**src/rtl/mips_pkg.sv**
```systemverilog
// Shared MIPS encoding constants: opcodes, R-type funct codes and the request kind enum.
// The single-cycle control decoders import the same constants.
package mips_pkg;

    localparam logic [5:0] OP_RTYPE = 6'h00;
    localparam logic [5:0] OP_LW    = 6'h23;
    localparam logic [5:0] OP_SW    = 6'h2B;
    localparam logic [5:0] OP_BEQ   = 6'h04;

    localparam logic [5:0] FN_ADD = 6'h20;
    localparam logic [5:0] FN_SUB = 6'h22;
    localparam logic [5:0] FN_AND = 6'h24;
    localparam logic [5:0] FN_OR  = 6'h25;
    localparam logic [5:0] FN_SLT = 6'h2A;

    typedef enum logic [2:0] {
        K_ADD = 3'd0,
        K_SUB = 3'd1,
        K_AND = 3'd2,
        K_OR  = 3'd3,
        K_SLT = 3'd4,
        K_LW  = 3'd5,
        K_SW  = 3'd6,
        K_BEQ = 3'd7
    } kind_e;

    // Only meaningful for the R-type kinds; I-type kinds return 0.
    function automatic logic [5:0] funct_of(kind_e k);
        case (k)
            K_ADD:   return FN_ADD;
            K_SUB:   return FN_SUB;
            K_AND:   return FN_AND;
            K_OR:    return FN_OR;
            K_SLT:   return FN_SLT;
            default: return 6'h00;
        endcase
    endfunction

endpackage

```
**src/rtl/mips_instr_encoder_if.sv**
```systemverilog
// Request/response bus of the instruction encoder. Both sides use valid/ready:
// a transfer happens on a rising edge where valid and ready are both high.
interface mips_instr_encoder_if #(
    parameter int ADDR_W = 8
);
    logic              in_valid;
    logic              in_ready;
    logic [2:0]        in_kind;
    logic [4:0]        in_rs;
    logic [4:0]        in_rt;
    logic [4:0]        in_rd;
    logic [15:0]       in_imm;
    logic              out_valid;
    logic              out_ready;
    logic [31:0]       out_instr;
    logic [ADDR_W-1:0] out_addr;
    logic              full;
    logic [ADDR_W-1:0] count;
    logic [1:0]        dbg_occ;

    modport master (
        output in_valid, in_kind, in_rs, in_rt, in_rd, in_imm, out_ready,
        input  in_ready, out_valid, out_instr, out_addr, full, count, dbg_occ
    );

    modport slave (
        input  in_valid, in_kind, in_rs, in_rt, in_rd, in_imm, out_ready,
        output in_ready, out_valid, out_instr, out_addr, full, count, dbg_occ
    );

endinterface

```
**src/rtl/mips_enc_fields.sv**
```systemverilog
// Combinational field encoder: kind/regs/imm/address -> 32-bit MIPS word.
// With BEQ_TARGET_EN defined, beq imm is an absolute word target turned into a PC-relative offset.
module mips_enc_fields
    import mips_pkg::*;
#(
    parameter int ADDR_W = 8
) (
    input  logic [2:0]        kind,
    input  logic [4:0]        rs,
    input  logic [4:0]        rt,
    input  logic [4:0]        rd,
    input  logic [15:0]       imm,
    input  logic [ADDR_W-1:0] addr,
    output logic [31:0]       instr
);

`ifdef BEQ_TARGET_EN
    localparam bit BEQ_ABS = 1'b1;
`else
    localparam bit BEQ_ABS = 1'b0;
`endif

    logic [15:0] addr16;
    logic [15:0] beq_off;
    kind_e       k;

    always_comb begin
        k       = kind_e'(kind);
        addr16  = 16'(addr);
        // Branch offsets count from the word after the branch, wrapping mod 2**16.
        beq_off = BEQ_ABS ? (imm - (addr16 + 16'd1)) : imm;
        instr   = 32'h0;
        case (k)
            K_ADD, K_SUB, K_AND, K_OR, K_SLT:
                     instr = {OP_RTYPE, rs, rt, rd, 5'd0, funct_of(k)};
            K_LW:    instr = {OP_LW, rs, rt, imm};
            K_SW:    instr = {OP_SW, rs, rt, imm};
            K_BEQ:   instr = {OP_BEQ, rs, rt, beq_off};
            default: instr = 32'h0;
        endcase
    end

endmodule

```
**src/rtl/mips_instr_encoder.sv**
```systemverilog
// Program loader: encodes requests into MIPS words, tags each with a sequential address
// and streams them through a 2-entry buffer. beq operand meaning set by BEQ_TARGET_EN.
module mips_instr_encoder
    import mips_pkg::*;
#(
    parameter int ADDR_W = 8,
    parameter int DEPTH  = 256
) (
    input  logic                 clk,
    input  logic                 rst,
    input  logic                 clear,
    mips_instr_encoder_if.slave  bus
);

    localparam logic [ADDR_W:0] DEPTH_EXT = (ADDR_W+1)'(DEPTH);

    logic [1:0]        occ_q, occ_d;
    logic [31:0]       instr0_q, instr0_d, instr1_q, instr1_d;
    logic [ADDR_W-1:0] addr0_q, addr0_d, addr1_q, addr1_d;
    logic [ADDR_W-1:0] count_q, count_d;
    logic              full_q, full_d;

    logic [31:0]       enc_word;
    logic [ADDR_W:0]   count_inc;
    logic              in_ready_w;
    logic              push;
    logic              pop;

    mips_enc_fields #(.ADDR_W(ADDR_W)) u_fields (
        .kind  (bus.in_kind),
        .rs    (bus.in_rs),
        .rt    (bus.in_rt),
        .rd    (bus.in_rd),
        .imm   (bus.in_imm),
        .addr  (count_q),
        .instr (enc_word)
    );

    always_ff @(posedge clk) begin
        if (rst) begin
            occ_q    <= 2'd0;
            instr0_q <= 32'h0;
            instr1_q <= 32'h0;
            addr0_q  <= '0;
            addr1_q  <= '0;
            count_q  <= '0;
            full_q   <= 1'b0;
        end else begin
            occ_q    <= occ_d;
            instr0_q <= instr0_d;
            instr1_q <= instr1_d;
            addr0_q  <= addr0_d;
            addr1_q  <= addr1_d;
            count_q  <= count_d;
            full_q   <= full_d;
        end
    end

    // Entry 0 is always the oldest word, so the output is driven straight from it.
    always_comb begin
        in_ready_w = !rst && !clear && !full_q && (occ_q != 2'd2);
        push       = bus.in_valid && in_ready_w;
        pop        = (occ_q != 2'd0) && bus.out_ready;
        count_inc  = {1'b0, count_q} + (ADDR_W+1)'(1);

        occ_d    = occ_q;
        instr0_d = instr0_q;
        instr1_d = instr1_q;
        addr0_d  = addr0_q;
        addr1_d  = addr1_q;
        count_d  = count_q;
        full_d   = full_q;

        // A wrap to 0 at DEPTH == 2**ADDR_W is intended; full is taken from the wide sum.
        if (push) begin
            count_d = count_inc[ADDR_W-1:0];
            if (count_inc == DEPTH_EXT) begin
                full_d = 1'b1;
            end
        end

        case ({push, pop})
            2'b10: begin
                if (occ_q == 2'd0) begin
                    instr0_d = enc_word;
                    addr0_d  = count_q;
                end else begin
                    instr1_d = enc_word;
                    addr1_d  = count_q;
                end
                occ_d = occ_q + 2'd1;
            end
            2'b01: begin
                instr0_d = instr1_q;
                addr0_d  = addr1_q;
                occ_d    = occ_q - 2'd1;
            end
            2'b11: begin
                if (occ_q == 2'd1) begin
                    instr0_d = enc_word;
                    addr0_d  = count_q;
                end else begin
                    instr0_d = instr1_q;
                    addr0_d  = addr1_q;
                    instr1_d = enc_word;
                    addr1_d  = count_q;
                end
            end
            default: ;
        endcase

        // Flush wins over any push or pop in the same cycle.
        if (clear) begin
            occ_d    = 2'd0;
            instr0_d = 32'h0;
            instr1_d = 32'h0;
            addr0_d  = '0;
            addr1_d  = '0;
            count_d  = '0;
            full_d   = 1'b0;
        end
    end

    always_comb begin
        bus.in_ready  = in_ready_w;
        bus.out_valid = (occ_q != 2'd0);
        bus.out_instr = instr0_q;
        bus.out_addr  = addr0_q;
        bus.full      = full_q;
        bus.count     = count_q;
        bus.dbg_occ   = occ_q;
    end

endmodule

```
**src/flat_wrapper.sv**
```systemverilog
// flat-port wrapper written by rule: the top's interface ports become plain ports
module mips_instr_encoder_flat import mips_pkg::*;
#(
    parameter int ADDR_W = 8,
    parameter int DEPTH  = 256
)
  (clk, rst, clear, bus_in_valid, bus_in_kind, bus_in_rs, bus_in_rt, bus_in_rd, bus_in_imm, bus_out_ready, bus_in_ready, bus_out_valid, bus_out_instr, bus_out_addr, bus_full, bus_count, bus_dbg_occ);
  mips_instr_encoder_if #(.ADDR_W(ADDR_W)) bus_i ();
  input  logic clk;
  input  logic rst;
  input  logic clear;
  input wire logic [$bits(bus_i.in_valid)-1:0] bus_in_valid;
  input wire logic [$bits(bus_i.in_kind)-1:0] bus_in_kind;
  input wire logic [$bits(bus_i.in_rs)-1:0] bus_in_rs;
  input wire logic [$bits(bus_i.in_rt)-1:0] bus_in_rt;
  input wire logic [$bits(bus_i.in_rd)-1:0] bus_in_rd;
  input wire logic [$bits(bus_i.in_imm)-1:0] bus_in_imm;
  input wire logic [$bits(bus_i.out_ready)-1:0] bus_out_ready;
  output wire logic [$bits(bus_i.in_ready)-1:0] bus_in_ready;
  output wire logic [$bits(bus_i.out_valid)-1:0] bus_out_valid;
  output wire logic [$bits(bus_i.out_instr)-1:0] bus_out_instr;
  output wire logic [$bits(bus_i.out_addr)-1:0] bus_out_addr;
  output wire logic [$bits(bus_i.full)-1:0] bus_full;
  output wire logic [$bits(bus_i.count)-1:0] bus_count;
  output wire logic [$bits(bus_i.dbg_occ)-1:0] bus_dbg_occ;
  assign bus_i.in_valid = bus_in_valid;
  assign bus_i.in_kind = bus_in_kind;
  assign bus_i.in_rs = bus_in_rs;
  assign bus_i.in_rt = bus_in_rt;
  assign bus_i.in_rd = bus_in_rd;
  assign bus_i.in_imm = bus_in_imm;
  assign bus_i.out_ready = bus_out_ready;
  assign bus_in_ready = bus_i.in_ready;
  assign bus_out_valid = bus_i.out_valid;
  assign bus_out_instr = bus_i.out_instr;
  assign bus_out_addr = bus_i.out_addr;
  assign bus_full = bus_i.full;
  assign bus_count = bus_i.count;
  assign bus_dbg_occ = bus_i.dbg_occ;
  mips_instr_encoder #(.ADDR_W(ADDR_W), .DEPTH(DEPTH)) u_core (.clk(clk), .rst(rst), .clear(clear), .bus(bus_i));
endmodule
```
**config.mk**
```make
export PLATFORM = sky130hd
export DESIGN_NAME = mips_instr_encoder_flat
export DESIGN_NICKNAME = d
export VERILOG_FILES = /design/src/rtl/mips_pkg.sv /design/src/rtl/mips_instr_encoder_if.sv /design/src/rtl/mips_enc_fields.sv /design/src/rtl/mips_instr_encoder.sv /design/src/flat_wrapper.sv
export SDC_FILE = /design/constraint.sdc
export NUM_CORES = 1
export LEC_CHECK = 0
export ABC_CLOCK_PERIOD_IN_PS = 3000
export BUFFER_PORTS_ARGS = -buffer_cell sky130_fd_sc_hd__buf_2
export CORE_ASPECT_RATIO = 1.4
export CORE_MARGIN = 4
export CORE_UTILIZATION = 50
export DETAILED_ROUTE_END_ITERATION = 12
export PLACE_DENSITY = 0.85
export SYNTH_ARGS = -nofsm -noshare
export SYNTH_HDL_FRONTEND = slang
export SYNTH_HIERARCHICAL = 1
export SYNTH_SLANG_ARGS = --single-unit
```
**constraint.sdc**
```tcl
create_clock -name clk -period 3 [get_ports clk]
set_input_delay 0.45 -clock clk [delete_from_list [all_inputs] [get_ports clk]]
set_output_delay 0.45 -clock clk [all_outputs]
set_load 0.005 [all_outputs]
```
==> results.md <==
* Initial DRT Pass Iterations at 5
* # resized after CTS at 0
* Htree depth at 3
* Fin util at 0.578
* Worst Setup Path Type: reg2reg
* Clock skew at 0.00318 ns
* Hold Crit Depth at 3
* Layout cells sized above 1 at 0.231
* Leakage power at 0.00189 uW
* Critical Path AT at 2.99 ns
* Die width at 88.9 um
* Async S/R FF share, synth at 0
* Detailed-route via count at 4496
* Synthesis-stage register bit count at 91
* Dpl ws at 0.234 ns
* Initial antenna violation count at 0
* Setup TNS at 0 ns
* Nets at 631
* Synth cell types at 45
* Crit share post-route at 0.920
* Antenna diode count at 0
* VDD IR max at 0.337 mV
* Final worst slack at 0.240 ns
* Register area share after synthesis at 0.398
* Pin count of the biggest net entering global routing at 81
* FF/Latch Area at 1820 um2
* Synth warnings at 6
* First-pass GRT wire length at 19300 um
* Die area at 10800 um2
* Min Clock Period, post-route at 2.76 ns
* Post-Layout Cell Count at 696
* Vias in the first global route at 4055
* Post-synth top flop: dfxtp_1
* RSZ-0062 raised after global routing: no
* Final RePlAce weighted congestion at 0.837
* Pin slew with the least headroom to its limit at 0.815 ns
* Post-CTS setup buffer count at 0
* Worst setup SP type: register
* Hold Path Class: in2reg
* Worst-path clk slew at 0.06 ns
* Final setup violation count at 0
* Post-synth EDFFs at 0
* Total GRT Usage at 0.221
* Core area at 8980 um2
* Synth-to-Final Area Change at 13.3%
* Pwr/cell area at 517 nW/um2
* Dpl hpwl at 7510 um
* Synth Instances at 546
* Final Hold Viols at 0
* Routed Antenna Nets at 0
* Max Clk Rate at 362 MHz
* Worst Path Required at 3.23 ns
* Inst Count DP at 680
* Initial Util at 0.510
* Slew headroom at 0.457
* CTS Hold Bufs at 0
* Iter 0 DRT Violations at 540
* DRT Wirelength at 12100 um
* Largest fanout on the critical path at 30
* Num Clock Sinks at 91
* Status: finished clean
* Die extent in y at 121 um
* Syn Nets at 593
* Max-Cap Viols at 0
* Ports at 92
* Area of the multi-input gates at 2330 um2
* Clock buffer depth at 2
* Crit path capture type: register
* Reg2Reg Depth at 10
* Worst-skew pair later-pin latency at 0.33 ns
* Layout fillers at 775
* CTS tree: done
* Clock root cell: clkbuf_16
* CTS Buf Count at 9
* Grt total ovfl at 0
* WL/cell at 17.4 um
* Syn Std Cell Area at 4580 um2
* Mapped Avg Cell Area at 8.38 um2
* Final Slew Violations at 0
* Row cnt at 41
* Via density per instance at 6.46
* DRC Markers at 0
* IO buf count at 91
-- per-layer routing --
| metal | global-route usage | vias up | wire length [um] |
|---|---|---|---|
| li1 | - | 2116 | - |
| met1 | 0.278 | 2142 | 4680 |
| met2 | 0.380 | 222 | 6380 |
| met3 | 0.0353 | 16 | 938 |
| met4 | 0.0728 | 0 | 146 |
| met5 | 0 | - | 0 |
-- power breakdown --
group	internal (uW)	total (uW)	switching, uW
sequential	1250	1280	26.7
combinational	135	355	220
clock	604	1050	445
-- kinds of logic after synthesis --
family	count (synthesis)	synth area share
AO/OA/AOI/OAI	222	0.312
XOR/XNOR	6	0.0115
adder cells (fa/ha/maj)	8	0.0219
buffers and inverters	87	0.0959
flip-flops	91	0.398
multiplexers	7	0.0167
other	1	0.000819
AND/OR/NAND/NOR	124	0.144
-- cell usage in the layout (no fill, tap or decap), drive strengths merged, types with 2 or more instances in the layout --
cell      instances
xnor2             3
nand2b            2
clkbuf           12
o21ai            84
or4               3
ha                8
dfxtp            91
o211ai           40
buf             105
or2               2
or3               2
nand4             2
clkinvlp          2
clkinv            2
o41ai             2
mux2              5
and2              8
nand2             6
xor2              3
mux2i             2
nand3            42
inv               9
a21oi            46
o31ai             3
o21a              3
nor2              9
nor3             41
and4bb            2
a311oi           40
-- flip-flops by register name, indices dropped and copies added, names as in the netlist --
| name | cells |
|---|---|
| u_core/bus.out_addr | 8 |
| u_core/bus.dbg_occ | 2 |
| u_core/instr1_q | 32 |
| u_core/bus.full | 1 |
| u_core/bus.count | 8 |
| u_core/bus.out_instr | 32 |
| u_core/addr1_q | 8 |
-- path summary, 6_finish.rpt --
path / start / to / slack, ns
worst min register to register: u_core/instr1_q[29] / u_core/instr1_q[29] / 0.48
worst min-delay path: bus_in_rt[4] / u_core/instr1_q[20] / 0.38
worst max-delay path: u_core/bus.dbg_occ[0] / u_core/bus.out_instr[10] / 0.24
worst max register to register: u_core/bus.dbg_occ[0] / u_core/bus.out_instr[10] / 0.24
-- worst max-delay path, stage by stage (launching register included) --
cell and delay [ns]:
dfxtp_1 0.39, inv_1 0.08, ha_1 0.28, nor3b_1 0.46, nand2_1 0.13, inv_1 0.11, ha_1 0.28, and2_1 0.18
buf_4 0.29, o21ai_0 0.15, a311oi_1 0.30
-- stage by stage --
| step | hold WS (ns) | power (uW) | instance area (um2) |
|---|---|---|---|
| 6_report | 0.377 | 2680 | 5190 |
| 5_1_grt | 0.378 | 2780 | 5190 |
| 4_1_cts | 0.369 | 2700 | 5190 |
| 3_5_place_dp | 0.468 | 1660 | 4910 |
| 3_3_place_gp | 0.461 | 1650 | 4910 |
| 2_1_floorplan | 0.454 | 1550 | 4580 |
-- cell type report --
| cell class | count | area share |
|---|---|---|
| repair buffers | 105 | 0.113 |
| inverters | 9 | 0.00651 |
| well taps | 107 | 0.0258 |
| multi-input cells | 368 | 0.449 |
| flip-flops and latches | 91 | 0.351 |
| clock buffers | 12 | 0.0494 |
| clock inverters | 4 | 0.00482 |
-- cell usage after synthesis (3+ instances only) --
master     n  area, um2
inv_1      8       30.0
o21ai_0   81        405
a21oi_1   46        230
or4_1      3       22.5
dfxtp_1   91       1820
buf_2     12       60.1
nand2_1    6       22.5
and2_1     8       50.1
o21a_1     3       22.5
buf_4     14        105
ha_1       8        100
mux2_2     5       56.3
clkbuf_1  44        165
nor3_1    41        205
a311oi_1  40        350
xor2_1     3       26.3
o211ai_1  40        300
xnor2_1    3       26.3
nor2_1     9       33.8
o31ai_1    3       22.5
buf_6      6       67.6
nand3_1   42        210
Power figures use the tool's default switching activity.
